===== src/rtl/native2axil_adapter_if.sv =====
// Bus bundles for the native-to-AXI4-Lite bridge: the native request port and the AXI4-Lite master port.
// Each carries master/slave modports seen from the initiator and the target of that bus.

interface native_if #(
  parameter int unsigned DATA_WIDTH = 32,
  parameter int unsigned ADDR_WIDTH = 32,
  parameter int unsigned STRB_WIDTH = DATA_WIDTH / 8
);
  logic                  native_valid;
  logic                  native_ready;
  logic [ADDR_WIDTH-1:0] native_addr;
  logic [DATA_WIDTH-1:0] native_wdata;
  logic [STRB_WIDTH-1:0] native_wstrb;
  logic [DATA_WIDTH-1:0] native_rdata;
  logic                  native_error;

  modport master (
    output native_valid, native_addr, native_wdata, native_wstrb,
    input  native_ready, native_rdata, native_error
  );

  modport slave (
    input  native_valid, native_addr, native_wdata, native_wstrb,
    output native_ready, native_rdata, native_error
  );
endinterface

interface axil_if #(
  parameter int unsigned DATA_WIDTH = 32,
  parameter int unsigned ADDR_WIDTH = 32,
  parameter int unsigned STRB_WIDTH = DATA_WIDTH / 8
);
  logic [ADDR_WIDTH-1:0] m_axil_awaddr;
  logic [2:0]            m_axil_awprot;
  logic                  m_axil_awvalid;
  logic                  m_axil_awready;
  logic [DATA_WIDTH-1:0] m_axil_wdata;
  logic [STRB_WIDTH-1:0] m_axil_wstrb;
  logic                  m_axil_wvalid;
  logic                  m_axil_wready;
  logic [1:0]            m_axil_bresp;
  logic                  m_axil_bvalid;
  logic                  m_axil_bready;
  logic [ADDR_WIDTH-1:0] m_axil_araddr;
  logic [2:0]            m_axil_arprot;
  logic                  m_axil_arvalid;
  logic                  m_axil_arready;
  logic [DATA_WIDTH-1:0] m_axil_rdata;
  logic [1:0]            m_axil_rresp;
  logic                  m_axil_rvalid;
  logic                  m_axil_rready;

  modport master (
    output m_axil_awaddr, m_axil_awprot, m_axil_awvalid,
    input  m_axil_awready,
    output m_axil_wdata, m_axil_wstrb, m_axil_wvalid,
    input  m_axil_wready,
    input  m_axil_bresp, m_axil_bvalid,
    output m_axil_bready,
    output m_axil_araddr, m_axil_arprot, m_axil_arvalid,
    input  m_axil_arready,
    input  m_axil_rdata, m_axil_rresp, m_axil_rvalid,
    output m_axil_rready
  );

  modport slave (
    input  m_axil_awaddr, m_axil_awprot, m_axil_awvalid,
    output m_axil_awready,
    input  m_axil_wdata, m_axil_wstrb, m_axil_wvalid,
    output m_axil_wready,
    output m_axil_bresp, m_axil_bvalid,
    input  m_axil_bready,
    input  m_axil_araddr, m_axil_arprot, m_axil_arvalid,
    output m_axil_arready,
    output m_axil_rdata, m_axil_rresp, m_axil_rvalid,
    input  m_axil_rready
  );
endinterface


===== src/rtl/native2axil_adapter.sv =====
// Single-outstanding bridge from a native request/ready master onto an AXI4-Lite master port.
// Every output comes straight from a flop, so native inputs never reach the AXI side combinationally.

module native2axil_adapter #(
  parameter int unsigned DATA_WIDTH = 32,
  parameter int unsigned ADDR_WIDTH = 32,
  parameter int unsigned STRB_WIDTH = DATA_WIDTH / 8
) (
  input  logic   clk,
  input  logic   rst_n,
  native_if.slave native,
  axil_if.master  m_axil
);

  typedef enum logic [2:0] {
    S_IDLE    = 3'd0,
    S_WR_REQ  = 3'd1,
    S_WR_RESP = 3'd2,
    S_RD_REQ  = 3'd3,
    S_RD_RESP = 3'd4,
    S_DONE    = 3'd5
  } state_e;

  state_e                state_q,        state_d;
  logic [ADDR_WIDTH-1:0] addr_q,         addr_d;
  logic [DATA_WIDTH-1:0] wdata_q,        wdata_d;
  logic [STRB_WIDTH-1:0] wstrb_q,        wstrb_d;
  logic                  awvalid_q,      awvalid_d;
  logic                  wvalid_q,       wvalid_d;
  logic                  arvalid_q,      arvalid_d;
  logic                  bready_q,       bready_d;
  logic                  rready_q,       rready_d;
  logic                  native_ready_q, native_ready_d;
  logic [DATA_WIDTH-1:0] rdata_q,        rdata_d;
  logic                  error_q,        error_d;

  // State and output registers
  always_ff @(posedge clk or negedge rst_n) begin
    if (!rst_n) begin
      state_q        <= S_IDLE;
      addr_q         <= '0;
      wdata_q        <= '0;
      wstrb_q        <= '0;
      awvalid_q      <= 1'b0;
      wvalid_q       <= 1'b0;
      arvalid_q      <= 1'b0;
      bready_q       <= 1'b0;
      rready_q       <= 1'b0;
      native_ready_q <= 1'b0;
      rdata_q        <= '0;
      error_q        <= 1'b0;
    end else begin
      state_q        <= state_d;
      addr_q         <= addr_d;
      wdata_q        <= wdata_d;
      wstrb_q        <= wstrb_d;
      awvalid_q      <= awvalid_d;
      wvalid_q       <= wvalid_d;
      arvalid_q      <= arvalid_d;
      bready_q       <= bready_d;
      rready_q       <= rready_d;
      native_ready_q <= native_ready_d;
      rdata_q        <= rdata_d;
      error_q        <= error_d;
    end
  end

  // Next-state and next-output logic
  always_comb begin
    state_d        = state_q;
    addr_d         = addr_q;
    wdata_d        = wdata_q;
    wstrb_d        = wstrb_q;
    awvalid_d      = awvalid_q;
    wvalid_d       = wvalid_q;
    arvalid_d      = arvalid_q;
    bready_d       = bready_q;
    rready_d       = rready_q;
    native_ready_d = 1'b0;
    rdata_d        = rdata_q;
    error_d        = error_q;

    unique case (state_q)
      S_IDLE: begin
        if (native.native_valid) begin
          addr_d  = native.native_addr;
          wdata_d = native.native_wdata;
          wstrb_d = native.native_wstrb;
          if (native.native_wstrb != '0) begin
            state_d   = S_WR_REQ;
            awvalid_d = 1'b1;
            wvalid_d  = 1'b1;
          end else begin
            state_d   = S_RD_REQ;
            arvalid_d = 1'b1;
          end
        end
      end

      // AW and W retire independently; leave once neither is still pending
      S_WR_REQ: begin
        if (awvalid_q && m_axil.m_axil_awready) awvalid_d = 1'b0;
        if (wvalid_q && m_axil.m_axil_wready)   wvalid_d  = 1'b0;
        if (!awvalid_d && !wvalid_d) begin
          state_d  = S_WR_RESP;
          bready_d = 1'b1;
        end
      end

      S_WR_RESP: begin
        if (m_axil.m_axil_bvalid) begin
          state_d        = S_DONE;
          bready_d       = 1'b0;
          error_d        = |m_axil.m_axil_bresp;
          native_ready_d = 1'b1;
        end
      end

      S_RD_REQ: begin
        if (m_axil.m_axil_arready) begin
          state_d   = S_RD_RESP;
          arvalid_d = 1'b0;
          rready_d  = 1'b1;
        end
      end

      S_RD_RESP: begin
        if (m_axil.m_axil_rvalid) begin
          state_d        = S_DONE;
          rready_d       = 1'b0;
          rdata_d        = m_axil.m_axil_rdata;
          error_d        = |m_axil.m_axil_rresp;
          native_ready_d = 1'b1;
        end
      end

      // native_ready is high for this single cycle; any held request waits for IDLE
      S_DONE: begin
        state_d = S_IDLE;
      end

      default: begin
        state_d = S_IDLE;
      end
    endcase
  end

  assign native.native_ready  = native_ready_q;
  assign native.native_rdata  = rdata_q;
  assign native.native_error  = error_q;

  assign m_axil.m_axil_awaddr  = addr_q;
  assign m_axil.m_axil_awprot  = 3'b000;
  assign m_axil.m_axil_awvalid = awvalid_q;
  assign m_axil.m_axil_wdata   = wdata_q;
  assign m_axil.m_axil_wstrb   = wstrb_q;
  assign m_axil.m_axil_wvalid  = wvalid_q;
  assign m_axil.m_axil_bready  = bready_q;
  assign m_axil.m_axil_araddr  = addr_q;
  assign m_axil.m_axil_arprot  = 3'b000;
  assign m_axil.m_axil_arvalid = arvalid_q;
  assign m_axil.m_axil_rready  = rready_q;

endmodule


===== src/flat_wrapper.sv =====
// flat-port wrapper written by rule: the top's interface ports become plain ports
module native2axil_adapter_flat 
#(
  parameter int unsigned DATA_WIDTH = 32,
  parameter int unsigned ADDR_WIDTH = 32,
  parameter int unsigned STRB_WIDTH = DATA_WIDTH / 8
)
  (clk, rst_n, native_native_valid, native_native_addr, native_native_wdata, native_native_wstrb, native_native_ready, native_native_rdata, native_native_error, m_axil_m_axil_awaddr, m_axil_m_axil_awprot, m_axil_m_axil_awvalid, m_axil_m_axil_awready, m_axil_m_axil_wdata, m_axil_m_axil_wstrb, m_axil_m_axil_wvalid, m_axil_m_axil_wready, m_axil_m_axil_bresp, m_axil_m_axil_bvalid, m_axil_m_axil_bready, m_axil_m_axil_araddr, m_axil_m_axil_arprot, m_axil_m_axil_arvalid, m_axil_m_axil_arready, m_axil_m_axil_rdata, m_axil_m_axil_rresp, m_axil_m_axil_rvalid, m_axil_m_axil_rready);
  native_if #(.DATA_WIDTH(DATA_WIDTH), .ADDR_WIDTH(ADDR_WIDTH), .STRB_WIDTH(STRB_WIDTH)) native_i ();
  axil_if #(.DATA_WIDTH(DATA_WIDTH), .ADDR_WIDTH(ADDR_WIDTH), .STRB_WIDTH(STRB_WIDTH)) m_axil_i ();
  input  logic clk;
  input  logic rst_n;
  input wire logic [$bits(native_i.native_valid)-1:0] native_native_valid;
  input wire logic [$bits(native_i.native_addr)-1:0] native_native_addr;
  input wire logic [$bits(native_i.native_wdata)-1:0] native_native_wdata;
  input wire logic [$bits(native_i.native_wstrb)-1:0] native_native_wstrb;
  output wire logic [$bits(native_i.native_ready)-1:0] native_native_ready;
  output wire logic [$bits(native_i.native_rdata)-1:0] native_native_rdata;
  output wire logic [$bits(native_i.native_error)-1:0] native_native_error;
  output wire logic [$bits(m_axil_i.m_axil_awaddr)-1:0] m_axil_m_axil_awaddr;
  output wire logic [$bits(m_axil_i.m_axil_awprot)-1:0] m_axil_m_axil_awprot;
  output wire logic [$bits(m_axil_i.m_axil_awvalid)-1:0] m_axil_m_axil_awvalid;
  input wire logic [$bits(m_axil_i.m_axil_awready)-1:0] m_axil_m_axil_awready;
  output wire logic [$bits(m_axil_i.m_axil_wdata)-1:0] m_axil_m_axil_wdata;
  output wire logic [$bits(m_axil_i.m_axil_wstrb)-1:0] m_axil_m_axil_wstrb;
  output wire logic [$bits(m_axil_i.m_axil_wvalid)-1:0] m_axil_m_axil_wvalid;
  input wire logic [$bits(m_axil_i.m_axil_wready)-1:0] m_axil_m_axil_wready;
  input wire logic [$bits(m_axil_i.m_axil_bresp)-1:0] m_axil_m_axil_bresp;
  input wire logic [$bits(m_axil_i.m_axil_bvalid)-1:0] m_axil_m_axil_bvalid;
  output wire logic [$bits(m_axil_i.m_axil_bready)-1:0] m_axil_m_axil_bready;
  output wire logic [$bits(m_axil_i.m_axil_araddr)-1:0] m_axil_m_axil_araddr;
  output wire logic [$bits(m_axil_i.m_axil_arprot)-1:0] m_axil_m_axil_arprot;
  output wire logic [$bits(m_axil_i.m_axil_arvalid)-1:0] m_axil_m_axil_arvalid;
  input wire logic [$bits(m_axil_i.m_axil_arready)-1:0] m_axil_m_axil_arready;
  input wire logic [$bits(m_axil_i.m_axil_rdata)-1:0] m_axil_m_axil_rdata;
  input wire logic [$bits(m_axil_i.m_axil_rresp)-1:0] m_axil_m_axil_rresp;
  input wire logic [$bits(m_axil_i.m_axil_rvalid)-1:0] m_axil_m_axil_rvalid;
  output wire logic [$bits(m_axil_i.m_axil_rready)-1:0] m_axil_m_axil_rready;
  assign native_i.native_valid = native_native_valid;
  assign native_i.native_addr = native_native_addr;
  assign native_i.native_wdata = native_native_wdata;
  assign native_i.native_wstrb = native_native_wstrb;
  assign native_native_ready = native_i.native_ready;
  assign native_native_rdata = native_i.native_rdata;
  assign native_native_error = native_i.native_error;
  assign m_axil_m_axil_awaddr = m_axil_i.m_axil_awaddr;
  assign m_axil_m_axil_awprot = m_axil_i.m_axil_awprot;
  assign m_axil_m_axil_awvalid = m_axil_i.m_axil_awvalid;
  assign m_axil_i.m_axil_awready = m_axil_m_axil_awready;
  assign m_axil_m_axil_wdata = m_axil_i.m_axil_wdata;
  assign m_axil_m_axil_wstrb = m_axil_i.m_axil_wstrb;
  assign m_axil_m_axil_wvalid = m_axil_i.m_axil_wvalid;
  assign m_axil_i.m_axil_wready = m_axil_m_axil_wready;
  assign m_axil_i.m_axil_bresp = m_axil_m_axil_bresp;
  assign m_axil_i.m_axil_bvalid = m_axil_m_axil_bvalid;
  assign m_axil_m_axil_bready = m_axil_i.m_axil_bready;
  assign m_axil_m_axil_araddr = m_axil_i.m_axil_araddr;
  assign m_axil_m_axil_arprot = m_axil_i.m_axil_arprot;
  assign m_axil_m_axil_arvalid = m_axil_i.m_axil_arvalid;
  assign m_axil_i.m_axil_arready = m_axil_m_axil_arready;
  assign m_axil_i.m_axil_rdata = m_axil_m_axil_rdata;
  assign m_axil_i.m_axil_rresp = m_axil_m_axil_rresp;
  assign m_axil_i.m_axil_rvalid = m_axil_m_axil_rvalid;
  assign m_axil_m_axil_rready = m_axil_i.m_axil_rready;
  native2axil_adapter #(.DATA_WIDTH(DATA_WIDTH), .ADDR_WIDTH(ADDR_WIDTH), .STRB_WIDTH(STRB_WIDTH)) u_core (.clk(clk), .rst_n(rst_n), .native(native_i), .m_axil(m_axil_i));
endmodule

===== config.mk =====
export PLATFORM = sky130hd
export DESIGN_NAME = native2axil_adapter_flat
export DESIGN_NICKNAME = d
export VERILOG_FILES = /design/src/rtl/native2axil_adapter_if.sv /design/src/rtl/native2axil_adapter.sv /design/src/flat_wrapper.sv
export SDC_FILE = /design/constraint.sdc
export NUM_CORES = 1
export LEC_CHECK = 0
export CAP_MARGIN = 10
export CORE_MARGIN = 2
export CORE_UTILIZATION = 35
export DETAILED_ROUTE_END_ITERATION = 16
export PLACE_DENSITY = 0.76
export SETUP_SLACK_MARGIN = 0.2
export SKIP_CTS_REPAIR_TIMING = 1
export SYNTH_ARGS = -nofsm -noshare
export SYNTH_HDL_FRONTEND = slang
export SYNTH_SLANG_ARGS = --single-unit

===== constraint.sdc =====
create_clock -name clk -period 1.5 [get_ports clk]
set_input_delay 0.3 -clock clk [delete_from_list [all_inputs] [get_ports clk]]
set_output_delay 0.3 -clock clk [all_outputs]
set_load 0.02 [all_outputs]

==> metrics.yaml <==
synth_flop_cell: "dfrtp_1"
drv_slew: 0
power_frac_clock: 0.134
drt-pass1-iter-count: 4
critPathMaxFanout: 35
synth-seq-cells: 110
yosysSeqAreaShare: 0.5837
cts_root_buf: "clkbuf_16"
fin_cells: 757
drc: 0
cp-start-kind: "flip-flop"
busiest_layer: "met2"
finalInstanceArea_um2: 8258
met2_usage: 0.2727
clock_latency_ps: 340
cap_violations: 0
finalClockSkew_ps: 8.267
p_sw_frac: 0.3791
antenna_found_initial: 0
grt-ovfl-total: 0
grt_use_met1: 0.2003
pwr-share-seq: 0.301
netlist-cell-type-count: 31
hpwl_mm: 9.149
finalPower_w: 0.01826
diodes: 0
routed_via_density: 4.627
switchingPower_w: 0.006921
clk_pin_slew_ps: 80
rsz0062_at_grt: "true"
setup_viol: 91
drt_iter0_drc: 138
max_stage_delay_ps: 470
leakagePower_nw: 4.562
fin_ws_ps: -148.8
cp_slowest_cell: "dfrtp_2"
vias: 3503
ir_drop_uv: 1177
avgSynthCellArea_um2: 14.88
crit_required_ps: 1730
syn_area_um2: 4716
dieHeight_um: 120.1
ios: 257
wl_per_cell_um: 18.05
cpLargestDelayFamily: "flip-flops"
seq_area_um2: 2758
internal_power_w: 0.01134
violations: "setup timing"
coreArea_um2: 13190
synthCells: 317
hold_class: "in2async"
drive_gt1_frac: 0.3683
synth_area_leader_cell: "dfrtp_1"
fmax_mhz: 606.5
grtUsageMet3: 0.04990
status: "complete, but fails checks"
end_kind: "flip-flop"
die_w_um: 120.1
period_minus_slack_ps: 1649
yosysWarnings: 0
cts.sinks: 110
dpl.cell_count: 720
synth-edff-count: 0
dpl_cell_area_um2: 7400
critPathBufInv: 1
pre_cts_slack_ps: -352.3
clk_path_buf_depth: 2
synth_top_area_share: 0.5837
arrival_ps: 1880
hold_violations: 0
multi_input_area_um2: 1802
rows: 42
syn2layout_area_growth_pct: 75.11
cts_buffers: 9
grt_max_degree: 48
track_usage: 0.1645
fin_hold_ws_ps: 419.0
cts_tree: "yes"
fillerInstances: 1000
grt_pass1_vias: 3545
fp.dieArea_um2: 14420
path_cells: "nor2_8 -> nand2_4 -> nor2_4 -> buf_12 -> mux2_2"
layout.nets: 688
wirelength_mm: 13.66
ys_async_sr_fraction: 1.000
h-tree-depth: 3
pwr-share-comb: 0.565
gp_congestion: 0.8158
fin_crit_sh: 1.099
drt.antenna.violating_nets: 0
numPortBuffers: 250
powerDensity_nw_per_um2: 2211
synthTopCellsByArea: "dfrtp_1, mux2_2, buf_4"
crit_type: "reg2reg"
grt_first_pass_wirelength_mm: 18.54
start_util: 0.3575
## routing by layer
metal | wire (um) | share of wire
met5 | 0 | 0
met4 | 241 | 0.018
met3 | 1103 | 0.081
met2 | 6873 | 0.50
met1 | 5446 | 0.40
## power groups by stage
stage	Combinational (W)	Sequential [W]	Clock [W]
floorplan	0.00423	0.00717	0
finish	0.0103	0.00550	0.00245
CTS	0.0102	0.00557	0.00252
global placement	0.00997	0.00554	0
global route	0.0108	0.00572	0.00266
detailed placement	0.0101	0.00559	0
## per-stage QoR
| step | utilization | TNS (ps) |
|---|---|---|
| 2_1_floorplan | - | -690.0 |
| 3_3_place_gp | 0.5610 | -29960 |
| 3_5_place_dp | 0.5610 | -30770 |
| 4_1_cts | 0.5842 | -27780 |
| 5_1_grt | 0.6261 | -14300 |
| 6_report | 0.6261 | -10810 |
## area by class of cell
class / count / area share
clock buffers: 9 / 0.02727
clock inverters: 7 / 0.009848
multi-input cells: 161 / 0.2182
flip-flops and latches: 110 / 0.3339
well taps: 176 / 0.02667
repair buffers: 294 / 0.3841
## cells in the mapped netlist (5+ instances only)
| cell type | n |
|---|---|
| nor2_1 | 7 |
| buf_4 | 46 |
| dfrtp_1 | 110 |
| nor2b_1 | 5 |
| mux2_1 | 5 |
| nand2_1 | 14 |
| o21ai_0 | 7 |
| mux2_4 | 20 |
| mux2_2 | 76 |
## state kept, by name (all words and copies together), names as in the netlist
name                          count
u_core.m_axil.m_axil_wstrb        4
u_core.m_axil.m_axil_rready       1
u_core.native.native_rdata       32
u_core.m_axil.m_axil_awvalid      1
u_core.native.native_error        1
u_core.state_q                    3
u_core.native.native_ready        1
u_core.m_axil.m_axil_araddr      32
u_core.m_axil.m_axil_bready       1
u_core.m_axil.m_axil_arvalid      1
u_core.m_axil.m_axil_wvalid       1
u_core.m_axil.m_axil_wdata       32
## worst register-to-register path, delay by kind of cell (launching register included)
| family | cells | cell delay [ps] |
|---|---|---|
| buf+inv | 1 | 250 |
| simple gates | 3 | 420 |
| mux | 1 | 400 |
| flops | 1 | 470 |
## worst paths after layout
kind,start,endpoint,slack [ps],cells after the start
max,u_core.state_q[2],u_core.m_axil.m_axil_araddr[17],-150,5
min,rst_n,u_core.native.native_rdata[27],420,2
max reg2reg,u_core.state_q[2],u_core.m_axil.m_axil_araddr[17],-150,5
min reg2reg,u_core.native.native_rdata[14],u_core.native.native_rdata[14],500,1
max in group asynchronous,rst_n,u_core.native.native_rdata[1],500,3
min in group clk,u_core.native.native_rdata[14],u_core.native.native_rdata[14],500,1
## layout by cell type (no fill, tap or decap), drive strengths merged
| cell type | instances |
|---|---|
| clkdlybuf4s50 | 110 |
| dfrtp | 110 |
| dlymetal6s2s | 105 |
| mux2 | 101 |
| clkbuf | 47 |
| buf | 40 |
| nand2 | 14 |
| nor2 | 11 |
| o21ai | 8 |
| conb | 6 |
| nor2b | 5 |
| inv | 3 |
| a31oi | 2 |
| clkinvlp | 2 |
| a21oi | 2 |
| nor4b | 2 |
| nand3b | 1 |
| nand2b | 1 |
| a22o | 1 |
| nor4 | 1 |
| o21a | 1 |
| nor3 | 1 |
| a211o | 1 |
| and3b | 1 |
| mux2i | 1 |
| o211ai | 1 |
| clkinv | 1 |
| bufinv | 1 |
| dlygate4sd3 | 1 |
## cells by family after synthesis
group	Yosys count	synth area share
simple gates	37	0.04856
flops	110	0.5837
other cells	1	0.0007952
mux	102	0.2592
buf+inv	51	0.08756
compound gates	16	0.02016
Power figures use the tool's default switching activity.
